==> config.mk <==
export PLATFORM = sky130hd
export DESIGN_NAME = mem_arbiter
export DESIGN_NICKNAME = d
export VERILOG_FILES = /design/src/rtl/mem_arbiter.sv
export SDC_FILE = /design/constraint.sdc
export NUM_CORES = 1
export LEC_CHECK = 0
export CAP_MARGIN = 0
export CORE_ASPECT_RATIO = 0.5
export CORE_MARGIN = 2
export CORE_UTILIZATION = 35
export DETAILED_ROUTE_END_ITERATION = 16
export GPL_TIMING_DRIVEN = 0
export PLACE_DENSITY = 0.81
export SYNTH_ARGS = -nofsm -noshare
export SYNTH_HDL_FRONTEND = slang
export SYNTH_SLANG_ARGS = --single-unit
==> constraint.sdc <==
create_clock -name clk -period 3.4 [get_ports clk]
set_clock_uncertainty 0.05 [all_clocks]
set_input_delay 0.34 -clock clk [delete_from_list [all_inputs] [get_ports clk]]
set_output_delay 0.34 -clock clk [all_outputs]
set_load 0.02 [all_outputs]
==> src/rtl/mem_arbiter.sv <==
// mem_arbiter: shares the single mainMem port between the fetch (i_*) and
// load/store (d_*) requesters, running each access as a 1/4/8/16-beat burst
// with mem_en high for exactly the burst length, then one mem_en-low
// RECOVER cycle so the memory's internal burst counter clears.
// Ports: clk/rst (async active-high); i_req/i_addr/i_acc_size in and
// i_gnt/i_rdata/i_valid/i_done out for fetch; d_req/d_wren/d_addr/d_wdata/
// d_acc_size in and d_gnt/d_rdata/d_valid/d_done out for load/store;
// mem_addr/mem_d_in/mem_acc_size/mem_wren/mem_en out and mem_d_out/mem_busy in.
// Build option MEM_ARB_FIXED_PRIO_EN: data port always wins ties (fetch can
// starve); default build is round-robin.
module mem_arbiter #(
  parameter int ADDRESS_SIZE = 32,
  parameter int DATA_SIZE    = 32,
  parameter int ACCESS_SIZE  = 2
) (
  input  logic                    clk,
  input  logic                    rst,
  input  logic                    i_req,
  input  logic [ADDRESS_SIZE-1:0] i_addr,
  input  logic [ACCESS_SIZE-1:0]  i_acc_size,
  output logic                    i_gnt,
  output logic [DATA_SIZE-1:0]    i_rdata,
  output logic                    i_valid,
  output logic                    i_done,
  input  logic                    d_req,
  input  logic                    d_wren,
  input  logic [ADDRESS_SIZE-1:0] d_addr,
  input  logic [DATA_SIZE-1:0]    d_wdata,
  input  logic [ACCESS_SIZE-1:0]  d_acc_size,
  output logic                    d_gnt,
  output logic [DATA_SIZE-1:0]    d_rdata,
  output logic                    d_valid,
  output logic                    d_done,
  output logic [ADDRESS_SIZE-1:0] mem_addr,
  output logic [DATA_SIZE-1:0]    mem_d_in,
  input  logic [DATA_SIZE-1:0]    mem_d_out,
  output logic [ACCESS_SIZE-1:0]  mem_acc_size,
  output logic                    mem_wren,
  output logic                    mem_en,
  input  logic                    mem_busy
);

  localparam logic [1:0] S_IDLE    = 2'd0;
  localparam logic [1:0] S_BURST   = 2'd1;
  localparam logic [1:0] S_RECOVER = 2'd2;

  logic [1:0] state;
  logic [4:0] beat;       // beat index within the current burst
  logic [4:0] last_beat;  // B-1 of the current burst
  logic       owner_d;    // 1 = data port owns the current burst
  logic       last_d;     // most recent winner, 1 = data, 0 = fetch

  // Busy is informational only; beat count sequences the burst.
  logic busy_unused;
  assign busy_unused = mem_busy;

  function automatic logic [4:0] last_beat_of(input logic [ACCESS_SIZE-1:0] code);
    case (code[1:0])
      2'b00:   last_beat_of = 5'd0;
      2'b01:   last_beat_of = 5'd3;
      2'b10:   last_beat_of = 5'd7;
      default: last_beat_of = 5'd15;
    endcase
  endfunction

  // Arbitration, used only when leaving IDLE or RECOVER.
  logic grant_any, grant_d;
  assign grant_any = i_req | d_req;
`ifdef MEM_ARB_FIXED_PRIO_EN
  assign grant_d = d_req;
`else
  // Tie goes to whichever port did not win last time.
  assign grant_d = d_req & (~i_req | ~last_d);
`endif

  // Winner's request fields; stores are forced to a single beat.
  logic                    sel_wren;
  logic [ACCESS_SIZE-1:0]  sel_acc;
  logic [ADDRESS_SIZE-1:0] sel_addr;
  logic [4:0]              sel_last;
  assign sel_wren = grant_d & d_wren;
  assign sel_acc  = grant_d ? (d_wren ? '0 : d_acc_size) : i_acc_size;
  assign sel_addr = grant_d ? d_addr : i_addr;
  assign sel_last = last_beat_of(sel_acc);

  always_ff @(posedge clk or posedge rst) begin
    if (rst) begin
      state        <= S_IDLE;
      beat         <= '0;
      last_beat    <= '0;
      owner_d      <= 1'b0;
      last_d       <= 1'b0;
      mem_addr     <= '0;
      mem_d_in     <= '0;
      mem_acc_size <= '0;
      mem_wren     <= 1'b0;
      mem_en       <= 1'b0;
      i_gnt        <= 1'b0;
      d_gnt        <= 1'b0;
      i_valid      <= 1'b0;
      d_valid      <= 1'b0;
      i_done       <= 1'b0;
      d_done       <= 1'b0;
    end else begin
      case (state)
        S_IDLE, S_RECOVER: begin
          if (grant_any) begin
            state        <= S_BURST;
            beat         <= '0;
            last_beat    <= sel_last;
            owner_d      <= grant_d;
            last_d       <= grant_d;
            mem_addr     <= sel_addr;
            mem_acc_size <= sel_acc;
            mem_wren     <= sel_wren;
            mem_d_in     <= sel_wren ? d_wdata : '0;
            mem_en       <= 1'b1;
            i_gnt        <= ~grant_d;
            d_gnt        <= grant_d;
            i_valid      <= ~grant_d;
            d_valid      <= grant_d;
            // Single-beat bursts are done on their first (only) beat.
            i_done       <= ~grant_d & (sel_last == 5'd0);
            d_done       <= grant_d & (sel_last == 5'd0);
          end else begin
            state <= S_IDLE;
          end
        end
        S_BURST: begin
          beat <= beat + 5'd1;
          if (beat == last_beat) begin
            state    <= S_RECOVER;
            mem_en   <= 1'b0;
            mem_wren <= 1'b0;
            i_gnt    <= 1'b0;
            d_gnt    <= 1'b0;
            i_valid  <= 1'b0;
            d_valid  <= 1'b0;
            i_done   <= 1'b0;
            d_done   <= 1'b0;
          end else begin
            // done is registered, so flag it one beat ahead of the last one.
            i_done <= ~owner_d & (beat + 5'd1 == last_beat);
            d_done <= owner_d & (beat + 5'd1 == last_beat);
          end
        end
        default: state <= S_IDLE;
      endcase
    end
  end

  // Read data passes straight through, gated to the owning port.
  assign i_rdata = i_valid ? mem_d_out : '0;
  assign d_rdata = (d_valid & ~mem_wren) ? mem_d_out : '0;

endmodule

==> results of run 1 <==
==> flip-flops by register name, indices dropped and copies added (netlist names) <==
name	flops
state	2
i_done	1
last_beat	3
beat	5
d_valid	1
mem_wren	1
mem_acc_size	2
i_valid	1
mem_addr	32
d_done	1
mem_en	1
mem_d_in	32
last_d	1
==> cell usage after synthesis (4+ instances only) <==
| library cell | number | share of area (%) |
|---|---|---|
| sky130_fd_sc_hd__a222oi_1 | 32 | 8.4 |
| sky130_fd_sc_hd__a22o_1 | 32 | 7.3 |
| sky130_fd_sc_hd__and2_1 | 65 | 11 |
| sky130_fd_sc_hd__buf_2 | 4 | 0.52 |
| sky130_fd_sc_hd__clkbuf_1 | 24 | 2.3 |
| sky130_fd_sc_hd__dfrtp_1 | 83 | 54 |
| sky130_fd_sc_hd__inv_1 | 36 | 3.5 |
| sky130_fd_sc_hd__nand2_1 | 9 | 0.88 |
| sky130_fd_sc_hd__nand3_1 | 5 | 0.65 |
| sky130_fd_sc_hd__nor2_1 | 6 | 0.59 |
| sky130_fd_sc_hd__nor2b_1 | 4 | 0.65 |
| sky130_fd_sc_hd__nor3_1 | 5 | 0.65 |
| sky130_fd_sc_hd__o21ai_0 | 7 | 0.91 |
==> power breakdown <==
| part | switching, uW | internal (uW) | total (uW) |
|---|---|---|---|
| combinational | 1740 | 1700 | 3430 |
| clock | 400 | 573 | 974 |
| sequential | 302 | 1420 | 1720 |
==> through the flow <==
step | setup WS [ns] | util [%] | hold WS (ns) | cell area (sq um) | total power, uW
5_1_grt | 0.494 | 67.8 | 0.290 | 7080 | 6460
2_1_floorplan | 0.873 | - | 0.415 | 3830 | 3480
3_3_place_gp | -0.499 | 64.7 | 0.418 | 6750 | 5070
4_1_cts | 0.627 | 67.8 | 0.280 | 7080 | 6160
3_5_place_dp | 0.875 | 65.0 | 0.421 | 6780 | 5150
6_report | 0.702 | 67.8 | 0.274 | 7080 | 6130
==> worst paths after layout <==
| kind | end | slack [ns] | cells after the start |
|---|---|---|---|
| min in group clk | mem_acc_size[0] | 0.43 | 2 |
| worst min-delay path | mem_d_in[3] | 0.27 | 2 |
| worst max register to register | mem_addr[15] | 1.35 | 5 |
| worst max-delay path | d_rdata[19] | 0.70 | 4 |
| worst min register to register | mem_acc_size[0] | 0.43 | 2 |
| max in group asynchronous | mem_d_in[29] | 2.43 | 3 |
==> cells by family after synthesis <==
group           count (synthesis)  share of synthesized area (%)
buf+inv                        66                           6.79
flops                          83                           54.2
xor+xnor                        5                           1.14
fa+ha+maj                       1                          0.326
compound gates                 96                           21.8
simple gates                  103                           15.8
==> layer usage <==
layer	GRT usage (%)	vias to the layer above	share of wire, %
li1	-	1856	-
met1	29.4	1987	39
met3	5.91	38	6.6
met2	41.9	186	51
met4	9.35	0	3.1
met5	0	-	0
==> cell type report <==
type	instances	area, sq um
buffer	30	125
clock buffer	11	233
clock inverter	5	63.8
fill	836	3360
inverter	36	138
multi-input combinational	205	1500
sequential	83	2080
tap	140	175
timing repair buffer	275	2770
==> critical path, delay by kind of cell (launching register included) <==
family	cells	cell delay (ns)
buffers and inverters	2	0.95
DFF	1	0.45
and+or+nand+nor	2	0.56
==> metrics.json, run 1 <==
{
  "cts_post_setup_buffers_inserted": 0,
  "yosysSeqAreaShare_pct": 54.2,
  "layout_min_cycle_time_ns": 2.70,
  "startpoint_type": "flop",
  "grt_max_degree": 66,
  "avgSynthCellArea_sq_um": 10.8,
  "setup_viol": 0,
  "vias_per_cell": 5.18,
  "grt_overflow_total": 0,
  "power.ir.vdd_worst_uv": 453,
  "path_clk_slew_ns": 0.06,
  "postcts_resize_cnt": 0,
  "wl_microns": 14600,
  "hold_path.class": "in -> async",
  "die_width_microns": 152,
  "cts_num_sinks": 83,
  "detailroute.via_count": 4067,
  "floorplan.initialDensity_pct": 36.7,
  "final_max_slew_viol_count": 0,
  "cts_tree": "done",
  "cts_made_buffers": 9,
  "synth-main-ff-cell": "sky130_fd_sc_hd__dfrtp_1",
  "syn-num-nets": 493,
  "grt_antenna_before_repair": 0,
  "cts-htree-levels": 3,
  "cp_slowest_stage_delay_ns": 0.61,
  "die_area_sq_um": 11900,
  "period_share_pct": 79.3,
  "register_bit_count_reported_by_yosys": 83,
  "drt_iter0_drc": 364,
  "layout-area-overhead-vs-synth_pct": 84.6,
  "critical_path_peak_fanout": 10,
  "synthesis.yosys.warnings": 0,
  "hold_violations": 0,
  "leakagePower_uw": 0.00308,
  "numPlacedInstances": 769,
  "clock_path_buffers": 2,
  "port_buffers": 274,
  "syn_area_sq_um": 3830,
  "rsz0062_at_grt": "no",
  "critical-path-slowest-cell": "sky130_fd_sc_hd__clkdlybuf4s50_1",
  "status": "finished, final reports clean",
  "ant_nets": 0,
  "final_cell_mix": "sky130_fd_sc_hd__clkdlybuf4s50_1 (274), sky130_fd_sc_hd__dfrtp_1 (83), sky130_fd_sc_hd__and2_1 (65), sky130_fd_sc_hd__inv_1 (35)",
  "slew_headroom_pct": 40.7,
  "mostFrequentLayoutCell": "sky130_fd_sc_hd__clkdlybuf4s50_1",
  "synth-async-reset-ratio_pct": 100,
  "fmaxAchievable_ghz": 0.371,
  "critical_path_cell_sequence": "nor2b_1 -> clkbuf_1 -> and2_1 -> clkdlybuf4s50_1",
  "wire_per_inst_microns": 18.6,
  "cts_root_buffer": "sky130_fd_sc_hd__clkbuf_16",
  "ctsHoldBuffers": 0,
  "max_slew.worst_pin.slew_ns": 0.888,
  "power_per_cell_area_nw_per_um2": 866,
  "synthDistinctLibCells": 41,
  "clkLatencyLatePin_ns": 0.34,
  "remaining_drc_errors": 0,
  "number_of_global_route_vias_before_repair": 4044,
  "cp-startpoint": "d_valid",
  "detail_route.first_pass.iterations": 6,
  "worst_ep_required_time_ns": 3.01,
  "cp-end-kind": "output port",
  "grt_first_pass_wirelength_microns": 22500,
  "synth-edff-count": 0,
  "worst-setup-path-type": "reg -> out",
  "layout-drive-gt1-share_pct": 4.34,
  "drv.max_cap_violation_count": 0,
  "nNetsFinal": 779,
  "die_y_microns": 78.0,
  "layoutNonFillerInstCount": 785,
  "dp.final_hpwl_microns": 11400,
  "critPathArrivalTime_ns": 2.31,
  "core_area_sq_um": 10400,
  "grtUsageTotal_pct": 24.1,
  "gp_routability_congestion": 0.848,
  "final.setup.tns_ns": 0,
  "placementRows": 26,
  "postSynthCellCount": 354,
  "design.portCount": 276,
  "num_antenna_cells": 0,
  "regToRegStartpoint": "last_d"
}
Note: power is estimated with default switching activity, not from simulation.
==> inputs of run 2 (changes only) <==
--- a/config.mk
+++ b/config.mk
@@ -8,10 +8,10 @@
 export CAP_MARGIN = 0
 export CORE_ASPECT_RATIO = 0.5
 export CORE_MARGIN = 2
-export CORE_UTILIZATION = 35
+export CORE_UTILIZATION = 32
 export DETAILED_ROUTE_END_ITERATION = 16
 export GPL_TIMING_DRIVEN = 0
-export PLACE_DENSITY = 0.81
+export PLACE_DENSITY = 0.78
 export SYNTH_ARGS = -nofsm -noshare
 export SYNTH_HDL_FRONTEND = slang
 export SYNTH_SLANG_ARGS = --single-unit
==> constraint.sdc (replaced) <==
create_clock -name clk -period 2.25 [get_ports clk]
set_clock_uncertainty 0.05 [all_clocks]
set_input_delay 0.225 -clock clk [delete_from_list [all_inputs] [get_ports clk]]
set_output_delay 0.225 -clock clk [all_outputs]
set_load 0.02 [all_outputs]
==> run 2 against run 1 <==
Worst hold slack got worse by 0.18 ns. Worst setup slack worse by 0.51 ns. Flip-flop and latch count unchanged. Final cell count up 3.1%. Core utilization decreased by 6.3 points. Via count shrank 2.6%. Critical path depth is 1 lower. Sequential power grew 51%. Total power up 51%. Combinational power rose by 50%. Final area rose by 2.0%.
==> metrics.json, run 2 (same netlist as run 1, synthesis figures left out) <==
{
  "status": {"value": "finished, final reports clean", "change": "unchanged"},
  "gp_routability_congestion": {"value": 0.802, "change": "was 0.848"},
  "cts_num_sinks": {"value": 83, "change": "unchanged"},
  "die_width": {"value": 159, "unit": "microns", "change": "was 152 microns"},
  "dr_wl_met2": {"value": 7460, "unit": "microns", "change": "unchanged"},
  "grt_first_pass_wirelength": {"value": 20700, "unit": "microns", "change": "was 22500 microns"},
  "ctsHoldBuffers": {"value": 0, "change": "unchanged"},
  "port_buffers": {"value": 274, "change": "unchanged"},
  "leakagePower": {"value": 0.00357, "unit": "uW", "change": "was 0.00308 uW"},
  "rsz0062_at_grt": {"value": "no", "change": "unchanged"},
  "floorplan.initialDensity": {"value": 32.7, "unit": "%", "change": "was 36.7%"},
  "vias_per_cell": {"value": 4.90, "change": "was 5.18"},
  "wire_per_inst": {"value": 17.8, "unit": "microns", "change": "was 18.6 microns"},
  "path_clk_slew": {"value": 0.06, "unit": "ns", "change": "about the same"},
  "drv.max_cap_violation_count": {"value": 0, "change": "unchanged"},
  "hold_path.class": {"value": "in -> async", "change": "unchanged"},
  "layout_min_cycle_time_ns": 2.06,
  "ant_nets": {"value": 0, "change": "unchanged"},
  "max_slew.worst_pin.slew": {"value": 0.587, "unit": "ns", "change": "was 0.888 ns"},
  "final_max_slew_viol_count": {"value": 0, "change": "unchanged"},
  "dp.final_hpwl": {"value": 11200, "unit": "microns", "change": "was 11400 microns"},
  "r2r_end": {"value": "d_valid", "change": "was mem_addr[15]"},
  "cts_made_buffers": {"value": 9, "change": "unchanged"},
  "startpoint_type": {"value": "flop", "change": "unchanged"},
  "placed_cell_area": {"value": 6830, "unit": "sq um", "change": "was 6780 sq um"},
  "setup_viol": {"value": 0, "change": "unchanged"},
  "layout-area-overhead-vs-synth": {"value": 88.2, "unit": "%", "change": "was 84.6%"},
  "multi_input_comb_area": {"value": 1510, "unit": "sq um", "change": "was 1500 sq um"},
  "nNetsFinal": {"value": 780, "change": "was 779"},
  "placementRows": {"value": 28, "change": "was 26"},
  "fin_worst_hold_slack": {"value": 0.0982, "unit": "ns", "change": "was 0.274 ns"},
  "detail_route.first_pass.iterations": {"value": 6, "change": "unchanged"},
  "clkLatencyLatePin": {"value": 0.33, "unit": "ns", "change": "was 0.34 ns"},
  "die_area": {"value": 12900, "unit": "sq um", "change": "was 11900 sq um"},
  "final_cell_mix": {"value": "sky130_fd_sc_hd__clkdlybuf4s50_1 (244), sky130_fd_sc_hd__dfrtp_1 (81), sky130_fd_sc_hd__and2_1 (65), sky130_fd_sc_hd__inv_1 (35)", "change": "was sky130_fd_sc_hd__clkdlybuf4s50_1 (274), sky130_fd_sc_hd__dfrtp_1 (83), sky130_fd_sc_hd__and2_1 (65), sky130_fd_sc_hd__inv_1 (35)"},
  "wl": {"value": 14400, "unit": "microns", "change": "was 14600 microns"},
  "worst_ep_required_time": {"value": 1.98, "unit": "ns", "change": "was 3.01 ns"},
  "clock_path_buffers": {"value": 2, "change": "unchanged"},
  "stdcell_area": {"value": 7220, "unit": "sq um", "change": "was 7080 sq um"},
  "cts_tree": {"value": "done", "change": "unchanged"},
  "power.ir.vdd_worst": {"value": 594, "unit": "uV", "change": "was 453 uV"},
  "seqCellArea": {"value": 2080, "unit": "sq um", "change": "about the same"},
  "critical_path_peak_fanout": {"value": 10, "change": "unchanged"},
  "drt_iter0_drc": {"value": 404, "change": "was 364"},
  "post_route_m1_wl": {"value": 6040, "unit": "microns", "change": "was 5770 microns"},
  "biggestRegsByFlops": {"value": "mem_addr (32), mem_d_in (32), beat (5)", "change": "unchanged"},
  "grtUsageTotal": {"value": 20.7, "unit": "%", "change": "was 24.1%"},
  "grt_overflow_total": {"value": 0, "change": "unchanged"},
  "cts_post_setup_buffers_inserted": {"value": 0, "change": "unchanged"},
  "num_antenna_cells": {"value": 0, "change": "unchanged"},
  "slew_headroom": {"value": 60.8, "unit": "%", "change": "was 40.7%"},
  "n_fill_cell": {"value": 966, "change": "was 836"},
  "worst-setup-path-type": {"value": "reg -> out", "change": "unchanged"},
  "cp-end-kind": {"value": "output port", "change": "unchanged"},
  "layout-drive-gt1-share": {"value": 5.75, "unit": "%", "change": "was 4.34%"},
  "period_share_pct": 91.6,
  "grt_antenna_before_repair": {"value": 0, "change": "unchanged"},
  "regToRegStartpoint": {"value": "beat[0]", "change": "was last_d"},
  "power_per_cell_area": {"value": 1280, "unit": "nW/um^2", "change": "was 866 nW/um^2"},
  "design.portCount": {"value": 276, "change": "unchanged"},
  "die_y": {"value": 81.4, "unit": "microns", "change": "was 78.0 microns"},
  "timing.reg2reg.setup_slack": {"value": 0.30, "unit": "ns", "change": "was 1.35 ns"},
  "fmaxAchievable_ghz": 0.485,
  "cts-htree-levels": {"value": 3, "change": "unchanged"},
  "detailroute.via_count": {"value": 3962, "change": "was 4067"},
  "mostFrequentLayoutCell": {"value": "sky130_fd_sc_hd__clkdlybuf4s50_1", "change": "unchanged"},
  "remaining_drc_errors": {"value": 0, "change": "unchanged"},
  "cts_root_buffer": {"value": "sky130_fd_sc_hd__clkbuf_16", "change": "unchanged"},
  "critPathArrivalTime": {"value": 1.79, "unit": "ns", "change": "was 2.31 ns"},
  "worst-r2r-cell-count": {"value": 4, "change": "was 5"},
  "grt_max_degree": {"value": 43, "change": "was 66"},
  "hold_violations": {"value": 0, "change": "unchanged"},
  "total_met3_wirelength_after_detailed_routing": {"value": 716, "unit": "microns", "change": "was 959 microns"},
  "dr.max_layer_used": {"value": "met4", "change": "unchanged"},
  "number_of_global_route_vias_before_repair": {"value": 3764, "change": "was 4044"},
  "core_area": {"value": 11700, "unit": "sq um", "change": "was 10400 sq um"}
}
## run 2: changes by cell type in the layout (fill, tap and decap cells not counted), sizes merged
| cell | delta |
|---|---|
| inv | -1 |
| bufinv | +1 |
| buf | +1 |
| clkinv | -2 |
| dlymetal6s2s | +28 |
| clkdlybuf4s50 | -30 |
| dlygate4sd2 | +2 |
## run 2: worst max-delay path by stage
stage          cells past startpoint  startpoint           to
2_1_floorplan                      4     beat[0]     mem_wren
3_3_place_gp                       6       d_req  mem_addr[1]
3_5_place_dp                       6       i_req  mem_addr[3]
4_1_cts                            4     d_valid  d_rdata[17]
5_1_grt                            3     i_valid   i_rdata[7]
6_report                           3     i_valid   i_rdata[5]
## run 2: timing repair
action,4_1_cts,5_1_grt
resized for setup,11,32
hold endpoints to repair,0,0
endpoints found under the setup margin,43,31
## run 2: critical path, stage by stage (launching register included)
cell and delay, ns:
sky130_fd_sc_hd__dfrtp_2 0.46, sky130_fd_sc_hd__clkbuf_2 0.23, sky130_fd_sc_hd__and2_1 0.16, sky130_fd_sc_hd__clkdlybuf4s50_1 0.60
## run 2: layout make-up
| cell class | instances | area share (%) |
|---|---|---|
| Buffer | 30 | 1.87 |
| Clock buffer | 11 | 3.22 |
| Clock inverter | 3 | 0.901 |
| Inverter | 36 | 1.92 |
| Multi-Input combinational cell | 205 | 20.9 |
| Sequential cell | 83 | 28.8 |
| Tap cell | 165 | 2.86 |
| Timing Repair Buffer | 276 | 39.5 |
## run 2: report_power, final
part | switching, uW | leakage, uW | internal (uW)
Sequential | 459 | 0.00106 | 2140
Clock | 553 | 0.000145 | 958
Combinational | 2580 | 0.00237 | 2560
Total | 3590 | 0.00357 | 5660
## run 2: metrics by stage
| step | instances | utilization [%] | setup TNS [ns] | worst slack [ns] | power (uW) |
|---|---|---|---|---|---|
| 3_5_place_dp | 795 | 58.2 | -1.03 | -0.0642 | 7760 |
| 3_3_place_gp | 793 | 57.8 | -1.26 | -0.0921 | 7660 |
| 5_1_grt | 809 | 61.5 | 0 | 0.0943 | 9760 |
| 4_1_cts | 809 | 60.8 | 0 | 0.000980 | 9340 |
| 6_report | 809 | 61.5 | 0 | 0.190 | 9250 |
| 2_1_floorplan | 354 | - | 0 | 0.454 | 5250 |
## run 2: routing by layer
metal / vias up / GRT usage, %
met4: 0 / 5.23
met5: - / 0
met3: 12 / 4.55
met2: 144 / 36.9
met1: 1960 / 26.2
li1: 1846 / -
==> inputs of run 3 (changes only) <==
--- a/config.mk
+++ b/config.mk
@@ -12,6 +12,7 @@
 export DETAILED_ROUTE_END_ITERATION = 16
 export GPL_TIMING_DRIVEN = 0
 export PLACE_DENSITY = 0.78
+export SLEW_MARGIN = 10
 export SYNTH_ARGS = -nofsm -noshare
 export SYNTH_HDL_FRONTEND = slang
 export SYNTH_SLANG_ARGS = --single-unit
==> constraint.sdc (replaced) <==
create_clock -name clk -period 1.8 [get_ports clk]
set_clock_uncertainty 0.05 [all_clocks]
set_input_delay 0.18 -clock clk [delete_from_list [all_inputs] [get_ports clk]]
set_output_delay 0.18 -clock clk [all_outputs]
set_load 0.02 [all_outputs]
==> run 3 against run 2 <==
The run now ends with negative setup slack left. Total power rose by 25%. Global-route usage rose by 0.25 points. Final area rose by 0.24%. Worst hold slack improved by 0.012 ns. Critical path depth rose by 1. Clock-buffer cell count did not move. Core utilization rose by 0.15 points. Clock power rose by 21%. Via count rose by 0.20%. Worst setup slack got worse by 0.23 ns. First-iteration DRC count fell by 14%. Sequential share of layout area barely moved. Largest cell class unchanged. Largest power group unchanged.
==> metrics.json, run 3 (same netlist as run 1, synthesis figures left out) <==
{
  "slew_headroom": {"value": 63.8, "unit": "%", "change": "was 60.8%"},
  "hold_violations": {"value": 0, "change": "unchanged"},
  "rsz0062_at_grt": {"value": "yes", "change": "was no"},
  "p_total": {"value": 11600, "unit": "uW", "change": "was 9250 uW"},
  "gp_routability_congestion": {"value": 0.802, "change": "unchanged"},
  "num_antenna_cells": {"value": 0, "change": "unchanged"},
  "grt_first_pass_wirelength": {"value": 21200, "unit": "microns", "change": "was 20700 microns"},
  "clock_path_buffers": {"value": 2, "change": "unchanged"},
  "seqCellArea": {"value": 2080, "unit": "sq um", "change": "about the same"},
  "cts_tree": {"value": "done", "change": "unchanged"},
  "wire_per_inst": {"value": 17.6, "unit": "microns", "change": "was 17.8 microns"},
  "detail_route.first_pass.iterations": {"value": 10, "change": "was 6"},
  "worst-setup-path-type": {"value": "reg -> reg", "change": "was reg -> out"},
  "placementRows": {"value": 28, "change": "unchanged"},
  "detailroute.via_count": {"value": 3970, "change": "was 3962"},
  "fmaxAchievable_ghz": 0.544,
  "cts-htree-levels": {"value": 3, "change": "unchanged"},
  "grt_max_degree": {"value": 39, "change": "was 43"},
  "layout-drive-gt1-share": {"value": 13.9, "unit": "%", "change": "was 5.75%"},
  "status": {"value": "complete, but fails checks", "change": "was finished, final reports clean"},
  "clkLatencyLatePin": {"value": 0.33, "unit": "ns", "change": "about the same"},
  "hold_path.class": {"value": "in -> async", "change": "unchanged"},
  "cts_made_buffers": {"value": 9, "change": "unchanged"},
  "die_width": {"value": 159, "unit": "microns", "change": "unchanged"},
  "dp.final_hpwl": {"value": 11300, "unit": "microns", "change": "was 11200 microns"},
  "grt_overflow_total": {"value": 0, "change": "unchanged"},
  "critical_path_peak_fanout": {"value": 5, "change": "was 10"},
  "max_slew.worst_pin.slew": {"value": 0.542, "unit": "ns", "change": "was 0.587 ns"},
  "worst_ep_required_time": {"value": 1.97, "unit": "ns", "change": "was 1.98 ns"},
  "mostFrequentLayoutCell": {"value": "sky130_fd_sc_hd__clkdlybuf4s50_1", "change": "unchanged"},
  "ant_nets": {"value": 0, "change": "unchanged"},
  "cp-end-kind": {"value": "flop", "change": "was output port"},
  "power.ir.vdd_worst": {"value": 753, "unit": "uV", "change": "was 594 uV"},
  "cts_root_buffer": {"value": "sky130_fd_sc_hd__clkbuf_16", "change": "unchanged"},
  "biggestRegsByFlops": {"value": "mem_addr (32), mem_d_in (32), beat (5)", "change": "unchanged"},
  "wl": {"value": 14400, "unit": "microns", "change": "about the same"},
  "n_fill_cell": {"value": 987, "change": "was 966"},
  "cts_num_sinks": {"value": 83, "change": "unchanged"},
  "setup_viol": {"value": 1, "change": "was 0"},
  "multi_input_comb_area": {"value": 1520, "unit": "sq um", "change": "was 1510 sq um"},
  "critical_path_cell_sequence": {"value": "or3_1 -> a2111o_1 -> or2_4 -> a31o_1", "change": "was clkbuf_2 -> and2_1 -> clkdlybuf4s50_1"},
  "final_setup_slack_of_the_worst_path": {"value": -0.0378, "unit": "ns", "change": "was 0.190 ns"},
  "r2r_end": {"value": "mem_wren", "change": "was d_valid"},
  "drt_iter0_drc": {"value": 346, "change": "was 404"},
  "critPathArrivalTime": {"value": 2.01, "unit": "ns", "change": "was 1.79 ns"},
  "cp_slowest_stage_delay": {"value": 0.41, "unit": "ns", "change": "was 0.60 ns"},
  "ctsHoldBuffers": {"value": 0, "change": "unchanged"},
  "worst-r2r-cell-count": {"value": 4, "change": "unchanged"},
  "layout-area-overhead-vs-synth": {"value": 88.7, "unit": "%", "change": "was 88.2%"},
  "die_area": {"value": 12900, "unit": "sq um", "change": "unchanged"},
  "leakagePower": {"value": 0.00332, "unit": "uW", "change": "was 0.00357 uW"},
  "floorplan.initialDensity": {"value": 32.7, "unit": "%", "change": "unchanged"},
  "power_per_cell_area": {"value": 1600, "unit": "nW/um^2", "change": "was 1280 nW/um^2"},
  "period_share_pct": 102,
  "number_of_global_route_vias_before_repair": {"value": 3864, "change": "was 3764"},
  "grtUsageTotal": {"value": 21.0, "unit": "%", "change": "was 20.7%"},
  "failed_checks": "negative setup slack",
  "remaining_drc_errors": {"value": 0, "change": "unchanged"},
  "drv.max_cap_violation_count": {"value": 0, "change": "unchanged"},
  "port_buffers": {"value": 274, "change": "unchanged"},
  "timing.reg2reg.setup_slack": {"value": -0.04, "unit": "ns", "change": "was 0.30 ns"},
  "core_area": {"value": 11700, "unit": "sq um", "change": "unchanged"},
  "final_max_slew_viol_count": {"value": 0, "change": "unchanged"},
  "layout_min_cycle_time_ns": 1.84,
  "path_clk_slew": {"value": 0.06, "unit": "ns", "change": "about the same"},
  "critical-path-slowest-cell": {"value": "sky130_fd_sc_hd__dfrtp_2", "change": "was sky130_fd_sc_hd__clkdlybuf4s50_1"},
  "grt_antenna_before_repair": {"value": 0, "change": "unchanged"},
  "startpoint_type": {"value": "flop", "change": "unchanged"},
  "vias_per_cell": {"value": 4.88, "change": "was 4.90"},
  "dp_worst_setup_slack": {"value": -0.464, "unit": "ns", "change": "was -0.0642 ns"},
  "final_cell_mix": {"value": "sky130_fd_sc_hd__clkdlybuf4s50_1 (209), sky130_fd_sc_hd__dfrtp_1 (78), sky130_fd_sc_hd__and2_1 (65), sky130_fd_sc_hd__inv_1 (35)", "change": "was sky130_fd_sc_hd__clkdlybuf4s50_1 (244), sky130_fd_sc_hd__dfrtp_1 (81), sky130_fd_sc_hd__and2_1 (65), sky130_fd_sc_hd__inv_1 (35)"},
  "design.portCount": {"value": 276, "change": "unchanged"},
  "die_y": {"value": 81.4, "unit": "microns", "change": "unchanged"},
  "nNetsFinal": {"value": 783, "change": "was 780"},
  "regToRegStartpoint": {"value": "beat[0]", "change": "unchanged"}
}
run 3: cell count changes in the layout (fill, tap and decap cells not counted), sizes merged:
cell           previous run  this run
clkdlybuf4s15             0        30
buf                       8        17
clkinvlp                  1         2
clkdlybuf4s50           244       209
bufinv                    2         1
dlymetal6s2s             28         1
clkbuf                   35        31
clkinv                    1         3
dlygate4sd2               2        32
run 3: how the worst max path moves through the flow:
stage / slack, ns / endpoint / from
global placement: -0.50 / mem_addr[1] / d_req
detailed placement: -0.46 / mem_addr[23] / d_req
global route: -0.06 / d_rdata[12] / mem_wren
finish: -0.04 / mem_wren / beat[0]
floorplan: 0.004 / mem_wren / beat[0]
CTS: -0.03 / mem_wren / beat[0]
run 3: power breakdown:
| part | switching (uW) | internal [uW] |
|---|---|---|
| combinational | 3300 | 3190 |
| sequential | 543 | 2690 |
| clock | 724 | 1110 |
| total | 4570 | 6990 |
run 3: timing repair:
| action | in CTS | in global routing |
|---|---|---|
| gates cloned | 0 | 0 |
| endpoints found under the setup margin | 135 | 102 |
| pin swaps | 4 | 2 |
| gates resized for setup | 154 | 30 |
| setup buffers | 4 | 0 |
run 3: critical path: cells and delay by family, from the launching register on:
family | cells | cell delay [ns]
AND/OR/NAND/NOR | 2 | 0.63
flip-flops | 1 | 0.41
AO/OA/AOI/OAI | 2 | 0.63
run 3: layout make-up:
cell class	count	area share [%]
Tap cell	165	2.85
Clock buffer	11	3.35
Timing Repair Buffer	280	38.7
Buffer	29	2.68
Clock inverter	5	0.726
Multi-Input combinational cell	205	21.0
Sequential cell	83	28.8
Inverter	36	1.92
run 3: layer usage:
| metal | vias up | part of all wire (%) | GRT usage [%] |
|---|---|---|---|
| li1 | 1858 | - | - |
| met5 | - | 0 | 0 |
| met3 | 10 | 5.3 | 4.75 |
| met1 | 1951 | 42 | 26.0 |
| met4 | 0 | 0.86 | 5.87 |
| met2 | 151 | 52 | 37.6 |
run 3: stage by stage:
step / hold slack (ns) / instances / instance area, sq um / setup TNS (ns) / util, %
floorplan: 0.255 / 354 / 3840 / 0 / -
global placement: 0.416 / 793 / 6790 / -63.47 / 57.8
detailed placement: 0.422 / 795 / 6830 / -39.61 / 58.2
CTS: 0.106 / 815 / 7220 / -0.0298 / 61.5
global route: 0.110 / 814 / 7240 / -1.36 / 61.7
finish: 0.110 / 814 / 7240 / -0.0378 / 61.7
